[src/rtl/program_counter_pkg.sv]
// Shared constants for the program counter: default geometry, reset value and
// the next-value mux select encoding used by every bit cell.
package program_counter_pkg;

  localparam int          PC_WIDTH       = 16;
  localparam int unsigned PC_RESET_VALUE = 0;

  localparam logic [1:0] SEL_RESET = 2'd0;
  localparam logic [1:0] SEL_LOAD  = 2'd1;
  localparam logic [1:0] SEL_INC   = 2'd2;
  localparam logic [1:0] SEL_HOLD  = 2'd3;

  // Reset is tested first so unknown load/inc values cannot leak into the select.
  function automatic logic [1:0] pc_select(input logic reset, input logic load,
                                           input logic inc);
    if (reset)     return SEL_RESET;
    else if (load) return SEL_LOAD;
    else if (inc)  return SEL_INC;
    else           return SEL_HOLD;
  endfunction

endpackage

[src/rtl/pc_bit_cell.sv]
// One bit of program-counter storage: a D flip-flop fronted by the 4-way
// next-value mux (reset bit, load bit, incremented bit, current bit).
module pc_bit_cell
  import program_counter_pkg::*;
(
  input  logic       clk,
  input  logic [1:0] sel,
  input  logic       reset_bit,
  input  logic       in_bit,
  input  logic       inc_bit,
  output logic       q
);

  logic d;

  always_comb begin
    d = q;
    case (sel)
      SEL_RESET: d = reset_bit;
      SEL_LOAD:  d = in_bit;
      SEL_INC:   d = inc_bit;
      default:   d = q;
    endcase
  end

  always_ff @(posedge clk) begin
    q <= d;
  end

endmodule

[src/rtl/program_counter.sv]
// WIDTH-bit program counter: per-bit storage cells sharing one ripple
// incrementer, plus a registered wrap flag for the all-ones to zero step.
module program_counter
  import program_counter_pkg::*;
#(
  parameter int          WIDTH       = PC_WIDTH,
  parameter int unsigned RESET_VALUE = PC_RESET_VALUE
) (
  input  logic             clk,
  input  logic             reset,
  input  logic [WIDTH-1:0] in,
  input  logic             load,
  input  logic             inc,
  output logic [WIDTH-1:0] out,
  output logic             wrap
);

  localparam logic [WIDTH-1:0] RESET_BITS = WIDTH'(RESET_VALUE);

  logic [1:0]       sel;
  logic [WIDTH-1:0] inc_value;
  logic             carry;

  assign sel = pc_select(reset, load, inc);

  // Ripple incrementer; the final carry is set only when out is all-ones.
  always_comb begin
    carry     = 1'b1;
    inc_value = '0;
    for (int k = 0; k < WIDTH; k++) begin
      inc_value[k] = out[k] ^ carry;
      carry        = out[k] & carry;
    end
  end

  for (genvar i = 0; i < WIDTH; i++) begin : g_bit
    pc_bit_cell u_cell (
      .clk       (clk),
      .sel       (sel),
      .reset_bit (RESET_BITS[i]),
      .in_bit    (in[i]),
      .inc_bit   (inc_value[i]),
      .q         (out[i])
    );
  end

  always_ff @(posedge clk) begin
    if (reset) wrap <= 1'b0;
    else       wrap <= (sel == SEL_INC) && carry;
  end

endmodule

[config.mk]
export PLATFORM = sky130hd
export DESIGN_NAME = program_counter
export DESIGN_NICKNAME = d
export VERILOG_FILES = /design/src/rtl/program_counter_pkg.sv /design/src/rtl/pc_bit_cell.sv /design/src/rtl/program_counter.sv
export SDC_FILE = /design/constraint.sdc
export NUM_CORES = 1
export LEC_CHECK = 0
export ABC_CLOCK_PERIOD_IN_PS = 4300
export BUFFER_PORTS_ARGS = -buffer_cell sky130_fd_sc_hd__buf_2
export CORE_MARGIN = 5
export CORE_UTILIZATION = 45
export CTS_CLUSTER_DIAMETER = 60
export DETAILED_ROUTE_END_ITERATION = 10
export PLACE_DENSITY = 0.74
export SLEW_MARGIN = 20
export SYNTH_ARGS = -nofsm -noshare
export SYNTH_HDL_FRONTEND = slang
export SYNTH_SLANG_ARGS = --single-unit
[constraint.sdc]
create_clock -name clk -period 4.3 [get_ports clk]
set_input_delay 0.215 -clock clk [delete_from_list [all_inputs] [get_ports clk]]
set_output_delay 0.215 -clock clk [all_outputs]
set_load 0.02 [all_outputs]
==> run summary <==
===========================================================================
Status                                                            completed
Overall power after layout                                       0.000354 W
Postcts setup bufs                                                        0
Cell row count                                                           18
Ports placed on the boundary                                             37
Final GP Congestion                                                   0.715
Maximum achievable frequency                                        272 MHz
Synth top area cells                                           edfxtp_1 (43%), ha_1 (17%), buf_4 (11%), nand3b_1 (10%), a21oi_1 (7.2%)
Leak pwr                                                           0.600 nW
Quantity of hold-fixing buffers added after cts                           0
Kind of capture point of the worst setup path                     flip-flop
Number of flops mapped to enable cells by yosys                          16
Post-detailed-routing wire length                                   2080 µm
Classification of the worst setup path                              reg2reg
Clock Sink Count                                                         17
Clock slew at reported path FFs                                     0.11 ns
CP startpoint kind                                                flip-flop
Sequential-to-total area share from yosys stat                        44.7%
Fraction of final layout cells sized beyond drive strength 1          31.7%
Placement Cell Area                                                1180 µm²
Transition at the pin with the smallest max-transition slack       0.689 ns
Via count of the first global-routing pass                              756
Post-synthesis async set-or-reset flop share                             0%
Placeable core area                                                2430 µm²
Met3 Use GR                                                           3.24%
Initial antenna violation count                                           0
Reg-to-Reg Start                                               g_bit[0].u_cell.q
Worst Min Path Start                                                 in[14]
Area fraction of the dominant cell type after synthesis               42.9%
Clk_skew                                                          0.0103 ns
Most used flip-flop cell after synthesis                           edfxtp_1
Clk Tree Root Cell                                                 clkbuf_4
Launching instance or port of the critical path                g_bit[0].u_cell.q
Remaining Overflow, GRT                                                   0
Shortest clock period the worst path allows after layout            3.68 ns
Number of warning messages in the yosys log                               0
Pre-Repair DR Iteration Count                                             4
Count of max-cap constraint violations                                    0
Setup violation total in the final timing report                          0
Overall die width                                                   59.9 µm
Overall track demand over capacity in global routing                  12.5%
TritonCTS clock tree                                                   done
Power per standard cell area                                     293 nW/µm²
Starting density of the core                                          46.0%
Busiest layer in global routing                                        met2
Clock insertion delay at the later pin of the skew report           0.30 ns
Deepest clock path buffer count                                           2
Clock H-tree levels                                                       1
Met1 Use GR                                                           16.1%
Cell taking the most area after synthesis                          edfxtp_1
Remaining DRCs                                                            0
Count of antenna diodes in the layout                                     0
Post-CTS Resized                                                          0
Total Nets Final                                                        159
Max-slew headroom at the worst pin                                    54.1%
Share of the clock period used by the worst path                      85.5%
Die Area                                                           3590 µm²
Worst EP required                                                   4.35 ns
Commonest cells post-synth                                     buf_4 (17), nand2_1 (17), a21oi_1 (16), edfxtp_1 (16)
Pin count of the biggest net entering global routing                     35
Max VDD drop                                                       0.176 mV
Arrival time worst endpoint                                         3.73 ns
Synthesized cell area                                              1120 µm²
Antenna violation net count after detailed routing                        0
Layout area overhead                                                  7.93%
Total clock buffers created by CTS                                        3
Met2 demand-to-capacity share in global routing                       19.0%
First-pass GRT wire length                                          3350 µm
Avg Vias per Cell                                                      5.20
Fillers                                                                 241
Half-perimeter wire length after detailed placement                 1450 µm
Total negative setup slack                                             0 ns
Critical-path maximum fanout                                              3
Number of nets produced by synthesis                                    141
Total vias in the final route                                           795
Layout Cell Area excl Fill                                         1210 µm²
Cell count after synthesis                                              106
Iter 0 DRT Violations                                                    12
Unrepaired setup endpoints after global routing                          no
Number of library cell types mapped by synthesis                         13
Chip height                                                         59.9 µm
Flop and latch count out of synthesis                                    17
Max Slew Vio Count                                                        0
Avg Synthesized Cell Area                                          10.6 µm²
Final hold viol count                                                     0
Avg WL per Cell                                                     13.6 µm
Port Buffers                                                             36
Worst hold path type                                                 in2reg
===========================================================================
state kept, by name, summed over array words and instances (netlist names):
register	count
wrap	1
g_bit.u_cell.q	16
per-layer routing:
layer  up-vias  routed length [µm]
met1       358                 946
met5         -                   0
met2        37                 873
met3         5                 216
li1        395                   -
met4         0                  45
path summary, 6_finish.rpt:
check	end	slack [ns]	cells after the start
setup / recovery	g_bit[15].u_cell.q	0.62	17
hold / removal	g_bit[14].u_cell.q	0.25	3
setup reg to reg	g_bit[15].u_cell.q	0.62	17
hold reg to reg	g_bit[0].u_cell.q	0.71	2
worst max-delay path, stage by stage, from the launching register on:
cell and delay [ns]:
edfxtp_1 0.42, ha_1 0.22, ha_1 0.18, ha_1 0.19, ha_1 0.18, ha_1 0.18, ha_1 0.18, ha_1 0.18
ha_1 0.18, ha_1 0.19, ha_1 0.19, ha_1 0.19, ha_1 0.18, ha_1 0.18, ha_1 0.18, ha_1 0.27
nand3b_1 0.08, a21oi_1 0.06
metrics by stage:
step,setup WS (ns),cells,utilization [%],hold slack (ns)
final,0.624,153,49.7,0.247
after global routing,0.453,153,49.7,0.249
after CTS,0.604,153,49.7,0.240
after detailed placement,0.632,149,48.6,0.554
after global placement,0.703,149,48.6,0.543
after floorplan,0.843,106,-,0.458
cells by family (layout without fill, tap and decap cells):
kind of cell | Yosys count | in the layout | share of synthesized area, %
compound gates | 16 | 16 | 7.15
fa+ha+maj | 15 | 15 | 16.8
buf+inv | 23 | 40 | 13.9
flops | 17 | 17 | 44.7
simple gates | 35 | 35 | 17.5
report_power, final:
group | total, W | switching, W | internal, W | leakage (nW)
clock | 0.0000888 | 0.0000527 | 0.0000361 | 0.0150
sequential | 0.000200 | 0.00000624 | 0.000194 | 0.191
combinational | 0.0000649 | 0.0000401 | 0.0000247 | 0.394
total | 0.000354 | 0.0000991 | 0.000255 | 0.600
layout make-up:
cell class	count	area [µm²]	area share, %
clock buffers	4	26.3	2.17
multi-input cells	66	464	38.4
flip-flops and latches	17	500	41.4
well taps	30	37.5	3.11
repair buffers	36	180	14.9
placed cells by master, fill, tap and decap left out, drive strengths merged:
cell type  count
nand2         17
clkbuf         4
ha            15
dfxtp          1
nand3b        15
or3            1
edfxtp        16
nor3           1
or3b           1
buf           36
a21oi         16
Note: power is estimated with default switching activity, not from simulation.
